## src/rtl/multicycle_control.sv

```systemverilog
// Multicycle MIPS-style control unit.
// A 14-state FSM sequences fetch, decode and per-class execute/writeback
// steps. Datapath strobes are decoded from the current state, plus a few
// memory-handshake and flag terms. instr_count counts retired instructions.
module multicycle_control (
    input  logic        clk,
    input  logic        rst_n,
    input  logic [5:0]  opcode,
    input  logic [5:0]  fcode,
    input  logic        mem_ready,
    input  logic        zero,
    input  logic        lez,
    input  logic        neg,
    output logic        pcwrite,
    output logic        pcwritecond,
    output logic        irwrite,
    output logic        iord,
    output logic        memread,
    output logic        memwrite,
    output logic        memtoreg,
    output logic        regwrite,
    output logic        regdest,
    output logic        alusrca,
    output logic [1:0]  alusrcb,
    output logic [1:0]  pcsource,
    output logic [3:0]  aluop,
    output logic [3:0]  state,
    output logic        illegal,
    output logic [15:0] instr_count
);

    typedef enum logic [3:0] {
        S_FETCH  = 4'd0,
        S_DECODE = 4'd1,
        S_MEMADR = 4'd2,
        S_MEMRD  = 4'd3,
        S_MEMWB  = 4'd4,
        S_MEMWR  = 4'd5,
        S_REXEC  = 4'd6,
        S_RWB    = 4'd7,
        S_BRANCH = 4'd8,
        S_ANDIEX = 4'd9,
        S_ANDIWB = 4'd10,
        S_JAL    = 4'd11,
        S_JMORRD = 4'd12,
        S_BALRN  = 4'd13
    } state_e;

    localparam logic [5:0] OP_RTYPE = 6'b000000;
    localparam logic [5:0] OP_LW    = 6'b100011;
    localparam logic [5:0] OP_SW    = 6'b101011;
    localparam logic [5:0] OP_BEQ   = 6'b000100;
    localparam logic [5:0] OP_BLEZ  = 6'b000110;
    localparam logic [5:0] OP_ANDI  = 6'b001100;
    localparam logic [5:0] OP_JAL   = 6'b000011;
    localparam logic [5:0] FC_JMOR  = 6'b100110;
    localparam logic [5:0] FC_BALRN = 6'b010111;

    state_e      state_q, state_d;
    logic [15:0] count_q;

    // zero and lez qualify pcwritecond inside the datapath, not here.
    logic unused_flags;
    assign unused_flags = zero | lez;

    // Next-state, illegal-opcode detection and datapath strobe decode.
    always_comb begin
        // NOTE: every signal gets a default first so no path leaves it unassigned (no latches).
        state_d     = state_q;
        illegal     = 1'b0;
        pcwrite     = 1'b0;
        pcwritecond = 1'b0;
        irwrite     = 1'b0;
        iord        = 1'b0;
        memread     = 1'b0;
        memwrite    = 1'b0;
        memtoreg    = 1'b0;
        regwrite    = 1'b0;
        regdest     = 1'b0;
        alusrca     = 1'b0;
        alusrcb     = 2'b00;
        pcsource    = 2'b00;
        aluop       = 4'b0000;
        case (state_q)
            S_FETCH: begin
                memread = 1'b1;
                alusrcb = 2'b01;
                aluop   = 4'b1000;
                // Reset holds the state at FETCH; keep IR and PC frozen meanwhile.
                irwrite = mem_ready & rst_n;
                pcwrite = mem_ready & rst_n;
                if (mem_ready) state_d = S_DECODE;
            end
            S_DECODE: begin
                alusrcb = 2'b11;
                aluop   = 4'b1000;
                case (opcode)
                    OP_LW, OP_SW:    state_d = S_MEMADR;
                    OP_RTYPE: begin
                        if (fcode == FC_JMOR)       state_d = S_JMORRD;
                        else if (fcode == FC_BALRN) state_d = S_BALRN;
                        else                        state_d = S_REXEC;
                    end
                    OP_BEQ, OP_BLEZ: state_d = S_BRANCH;
                    OP_ANDI:         state_d = S_ANDIEX;
                    OP_JAL:          state_d = S_JAL;
                    default: begin
                        illegal = 1'b1;
                        state_d = S_FETCH;
                    end
                endcase
            end
            S_MEMADR: begin
                alusrca = 1'b1;
                alusrcb = 2'b10;
                aluop   = 4'b1000;
                state_d = (opcode == OP_LW) ? S_MEMRD : S_MEMWR;
            end
            S_MEMRD: begin
                memread = 1'b1;
                iord    = 1'b1;
                if (mem_ready) state_d = S_MEMWB;
            end
            S_MEMWB: begin
                regwrite = 1'b1;
                memtoreg = 1'b1;
                state_d  = S_FETCH;
            end
            S_MEMWR: begin
                memwrite = 1'b1;
                iord     = 1'b1;
                if (mem_ready) state_d = S_FETCH;
            end
            S_REXEC: begin
                alusrca = 1'b1;
                aluop   = 4'b0010;
                state_d = S_RWB;
            end
            S_RWB: begin
                regwrite = 1'b1;
                regdest  = 1'b1;
                state_d  = S_FETCH;
            end
            S_BRANCH: begin
                alusrca     = 1'b1;
                pcwritecond = 1'b1;
                pcsource    = 2'b01;
                aluop       = (opcode == OP_BEQ) ? 4'b0001 : 4'b0101;
                state_d     = S_FETCH;
            end
            S_ANDIEX: begin
                alusrca = 1'b1;
                alusrcb = 2'b10;
                aluop   = 4'b0100;
                state_d = S_ANDIWB;
            end
            S_ANDIWB: begin
                regwrite = 1'b1;
                state_d  = S_FETCH;
            end
            S_JAL: begin
                pcwrite  = 1'b1;
                pcsource = 2'b10;
                regwrite = 1'b1;
                state_d  = S_FETCH;
            end
            S_JMORRD: begin
                memread = 1'b1;
                iord    = 1'b1;
                // Read data lands in both rd and PC in the completing cycle.
                if (mem_ready) begin
                    pcwrite  = 1'b1;
                    pcsource = 2'b11;
                    memtoreg = 1'b1;
                    regwrite = 1'b1;
                    regdest  = 1'b1;
                    state_d  = S_FETCH;
                end
            end
            S_BALRN: begin
                regwrite = 1'b1;
                regdest  = 1'b1;
                pcsource = 2'b11;
                pcwrite  = neg;
                state_d  = S_FETCH;
            end
            default: begin
                illegal = 1'b1;
                state_d = S_FETCH;
            end
        endcase
    end

    // State register and retired-instruction counter.
    always_ff @(posedge clk or negedge rst_n) begin
        if (!rst_n) begin
            state_q <= S_FETCH;
            count_q <= 16'd0;
        end else begin
            // NOTE: sequential state uses non-blocking assignments so all registers update together.
            state_q <= state_d;
            if (state_q != S_FETCH && state_d == S_FETCH && !illegal)
                count_q <= count_q + 16'd1;
        end
    end

    assign state       = state_q;
    assign instr_count = count_q;

endmodule

```

## config.mk

```make
export PLATFORM = sky130hd
export DESIGN_NAME = multicycle_control
export DESIGN_NICKNAME = d
export VERILOG_FILES = /design/src/rtl/multicycle_control.sv
export SDC_FILE = /design/constraint.sdc
export NUM_CORES = 1
export LEC_CHECK = 0
export ABC_CLOCK_PERIOD_IN_PS = 2300
export BUFFER_PORTS_ARGS = -buffer_cell sky130_fd_sc_hd__buf_2
export CORE_AREA = 4 4 86 88
export DETAILED_ROUTE_END_ITERATION = 12
export DIE_AREA = 0 0 90 92
export PLACE_DENSITY = 0.44
export SYNTH_ARGS = -nofsm -noshare
export SYNTH_HDL_FRONTEND = slang
export SYNTH_SLANG_ARGS = --single-unit
export TNS_END_PERCENT = 100
```

## constraint.sdc

```tcl
create_clock -name clk -period 2.3 [get_ports clk]
set_input_delay 0.46 -clock clk [delete_from_list [all_inputs] [get_ports clk]]
set_output_delay 0.46 -clock clk [all_outputs]
set_load 0.02 [all_outputs]
```

# Word-level counts from Yosys, hierarchy flattened
# Index checks and enable logic that the tools add are counted.
[classes]
n_eq_ne = 21
n_addsub = 1
bitwise = 1
mux = 26
reduce_logical = 19
[op_table]
columns = ["cell", "n"]
rows = [
  ["4-bit case mux with 7 select lines", 1],
  ["4-bit equality test, second input constant", 6],
  ["4-bit two-way mux", 5],
  ["4-bit case mux with 5 select lines", 1],
  ["6-bit equality test, second input constant", 3],
  ["16-bit by 1-bit adder with 16-bit output, second input constant", 1],
  ["4-bit by 3-bit equality test with 1-bit output, second input constant", 4],
  ["4-bit case mux with 4 select lines", 1],
  ["13-bit OR reduction", 1],
  ["6-bit by 3-bit equality test with 1-bit output, second input constant", 2],
  ["2-bit OR reduction", 5],
  ["3-bit OR reduction", 3],
  ["4-bit by 2-bit equality test with 1-bit output, second input constant", 2],
  ["4-bit zero test", 2],
  ["1-bit two-way mux", 8],
  ["1-bit case mux with 2 select lines", 4],
  ["2-bit case mux with 4 select lines", 1],
  ["7-bit OR reduction", 1],
  ["6-bit by 2-bit equality test with 1-bit output, second input constant", 1],
  ["6-bit by 4-bit equality test with 1-bit output, second input constant", 1],
  ["6-bit by 5-bit equality test with 1-bit output, second input constant", 1],
  ["6-bit zero test", 1],
  ["3-bit two-way mux", 2],
  ["2-bit case mux with 3 select lines", 1],
  ["9 further kinds", 10],
]
[totals]
in_bits = 18
word_cells = 70
out_inout_bits = 39
reg_bits = 20

# Depth between registers and ports, before layout
[logic_depth]
word_depth = 8
mapped_depth = 9
depth_no_buf = 7

# Worst setup path before layout
# No wires, ideal clock.
[synth_timing]
path_kind = "in2reg"
start = "input opcode[0]"
end = "register count_q[1], in the netlist instr_count[1]"
stages = 5
t_arrival_ns = 2.121
path_slack_ns = 0.051
setup_ns = 0.128
path_cell_list = "or4_4 > or3_4 > o311a_4 > nand3_2 > mux2_1"
[synth_between]
elab_chain_len = 7
word_cells_on_any_way = 19
[synth_rtl]
columns = ["element", "line_no", "text"]
rows = [
  ["from (decl)", "8", "input logic [5:0] opcode,"],
  ["6-bit by 3-bit equality test with 1-bit output, or another cell as far along", "97", "case (opcode)"],
  ["2-bit OR reduction", "--", ""],
  ["4-bit case mux with 5 select lines", "97", ""],
  ["4-bit case mux with 7 select lines", "84", "case (state_q)"],
  ["4-bit zero test", "202", "if (state_q != S_FETCH && state_d == S_FETCH && !illegal)"],
  ["1-bit logical AND", "202", ""],
  ["1-bit logical AND *", "202", ""],
  ["to (signal assigned)", "203", "count_q <= count_q + 16'd1;"],
  ["to (decl)", "60", "logic [15:0] count_q;"],
]
# Every way passes the cells marked *; elsewhere a longest branch is shown, timed or not.
# A chain may end at the register's enable or synchronous reset.

# Worst setup path after layout
[layout_timing]
start = "register state_q[1], in the netlist state[1]"
end = "output illegal"
[layout_between]
elab_chain_len = 3
word_cells_on_any_way = 16
[layout_rtl]
columns = ["element", "line_no", "text"]
rows = [
  ["from (decl)", "59", "state_e state_q, state_d;"],
  ["from (signal assigned)", "201", "state_q <= state_d;"],
  ["4-bit equality test, or another cell as far along", "84", ""],
  ["13-bit OR reduction (no line)", "--", ""],
  ["1-bit case mux with 2 select lines *", "84", ""],
  ["to (decl)", "28", "output logic illegal,"],
]
# Marks and branches as above.

==> results_dict.tcl <==
set metrics [dict create \
    grt_pass1_wl_um 8250 \
    core-area_mm2 0.00664 \
    antenna_cells 0 \
    vdd_drop_max_uv 661 \
    portBuffers 54 \
    cts_hold_buf 0 \
    seq_area_um2 503 \
    critPathMaxFanout 7 \
    setup_ws_ns 0.153 \
    cts.sinks 20 \
    h-tree-depth 1 \
    dr.pass1.iters 4 \
    drcViolationCount 0 \
    synth_top_family_by_area "simple AND/OR/NAND/NOR gates" \
    dr_total_vias 1712 \
    ys.flop_type "dfrtp_1" \
    crit_required_ns 1.84 \
    post-route-period-util_pct 93.3 \
    slew_headroom_pct 64.1 \
    drtAntennaViolNets 0 \
    placed_area_mm2 0.00210 \
    synth_top_cell_area_share_pct 30.9 \
    slew_violations 0 \
    grt_max_degree 21 \
    synth_area_mm2 0.00162 \
    synth-adder-area-share_pct 0.773 \
    leakagePower_nw 1.04 \
    initial_core_util_pct 24.4 \
    syn-num-nets 219 \
    rsz0062_at_grt "no" \
    drt-total-wl_um 4830 \
    yosys.area_share.simple_pct 35.4 \
    clock_latency_ns 0.26 \
    clk_path_buf_depth 2 \
    die_w_um 90 \
    drive_above_1_share_pct 36.6 \
    synth.most_common_cell "dfrtp_1" \
    hold_viol_final 0 \
    synthMuxAreaShare_pct 1.31 \
    row_count 30 \
    synth.avg_cell_area_um2 8.09 \
    fillers 701 \
    die_y_um 92 \
    grt_overflow 0 \
    synth_compound_area_share_pct 17.2 \
    outcome "finished clean" \
    grt_usage_pct 11.7 \
    finalInstanceArea_mm2 0.00221 \
    power-per-cell-area_mw_per_mm2 723 \
    multiInputGateArea_mm2 0.00103 \
    gp_routability_congestion 0.802 \
    synth_area_leaders "dfrtp_1 (31%), xnor2_1 (8.7%), nand4_1 (4.6%)" \
    cts_tree "done" \
    top_level_ports 57 \
    startpoint_type "flip-flop" \
    ys_seq_area_share_pct 30.9 \
    pre_cts_ws_ns -0.0997 \
    drtIter0Drc 76 \
    synth_xor_area_share_pct 8.66 \
    period_minus_slack_ns 2.15 \
    startpoint "state[1]" \
    ys_types 47 \
    via_per_inst 4.85 \
    syn_to_final_growth_pct 36.9 \
    synth-edff-count 0 \
    dp.final_hpwl_um 3740 \
    ys_seq_elements 20 \
    dieArea_mm2 0.00828 \
    min_path_type "input port to asynchronous set/reset pin" \
    drv_cap 0 \
    clock_skew_ns 0.00841 \
    yosys-top-cells-count "dfrtp_1 (20), nand2_1 (18), nor2_1 (16), xnor2_1 (16)" \
    syn_inst 200 \
    cts_buffers 3 \
    antenna_found_initial 0 \
    final_nets 293 \
    root_buffer "clkbuf_8" \
    setup_violations 0 \
    crit_arrival_ns 1.69 \
    synthArstFlopShare_pct 100 \
    yosys.area.top_type "dfrtp_1" \
    tightest_slew_ns 0.535 \
    endpoint_kind "output pin" \
    grt_pass1_vias 1631 \
    timing.fmax_mhz 466 \
    r2r-start "state[3]" \
    clk_pin_slew_ns 0.08 \
    ys.warnings.count 0 \
    path_class "flip-flop to output pin" \
    post_drt_wl_per_cell_um 13.7 \
]
## worst max-delay path: stages, from the launching register on
cell	delay, ns
dfrtp_2	0.47
nand2b_1	0.20
nand2b_1	0.23
a211oi_2	0.21
nand2b_1	0.15
buf_2	0.17
## layout by cell type (no fill, tap or decap), drive strengths merged, types with 4 or more instances in the layout
cell	synthesis	layout
a211oi	4	4
a21oi	9	9
and3	6	6
buf	3	82
dfrtp	20	20
inv	7	7
nand2	18	18
nand2b	10	10
nand3	9	9
nand4	12	12
nor2	17	17
nor3	12	12
o21ai	7	7
o22ai	4	4
xnor2	16	16
## cell families after synthesis
logic type                 after synthesis
and+or+nand+nor                        104
AOI/OAI and AO/OA                       37
buffers and inverters                   20
DFF                                     20
xor gates and xnor gates                16
muxes                                    2
adders and majority gates                1
## per-stage QoR
stage                     hold WS (ns)  TNS, ns  cells  power [mW]  util [%]
after global routing             0.235        0    353        1.72      33.3
after global placement           0.458   -0.901    345        1.24      31.7
after floorplan                  0.164        0    200       0.965         -
after detailed placement         0.461   -0.986    345        1.25      31.7
after CTS                        0.218        0    349        1.61      32.8
final                            0.206        0    353        1.60      33.3
## cell type report
type,instances,share of cell area [%]
Clock buffer,3,1.86
Inverter,7,1.19
Sequential cell,20,22.7
Timing Repair Buffer,82,21.7
Tap cell,80,4.52
Clock inverter,1,1.36
Multi-Input combinational cell,160,46.7
## metal layers
metal  routed length, um  global-route usage, %  vias up  share of wire (%)
li1                    -                      -      869                  -
met4                  10                   1.53        0               0.21
met5                   0                      0        -                  0
met2                2140                   18.4       40                 44
met3                 241                   2.21        2                5.0
met1                2430                   17.0      801                 50
## state kept, by name, summed over array words and instances (netlist names)
name         count
state            4
instr_count     16
## power breakdown
part | leakage [nW] | switching, mW | internal, mW | total, mW
Clock | 0.0357 | 0.118 | 0.232 | 0.350
Combinational | 0.740 | 0.439 | 0.306 | 0.745
Sequential | 0.265 | 0.0954 | 0.411 | 0.506
Total | 1.04 | 0.652 | 0.949 | 1.60
## worst paths after layout
path / cells past startpoint / end / slack (ns)
worst max-delay path: 5 / illegal / 0.15
worst min-delay path: 2 / instr_count[13] / 0.21
worst max register to register: 6 / instr_count[14] / 0.24
worst min register to register: 1 / instr_count[15] / 0.47
max in group asynchronous: 2 / state[0] / 1.86
min in group clk: 1 / instr_count[15] / 0.47
## repair_timing
action,in CTS,in global routing
resized for setup,2,2
setup buffers,0,4
pin swaps,0,0
endpoints found under the setup margin,1,3
Note: power is estimated with default switching activity, not from simulation.
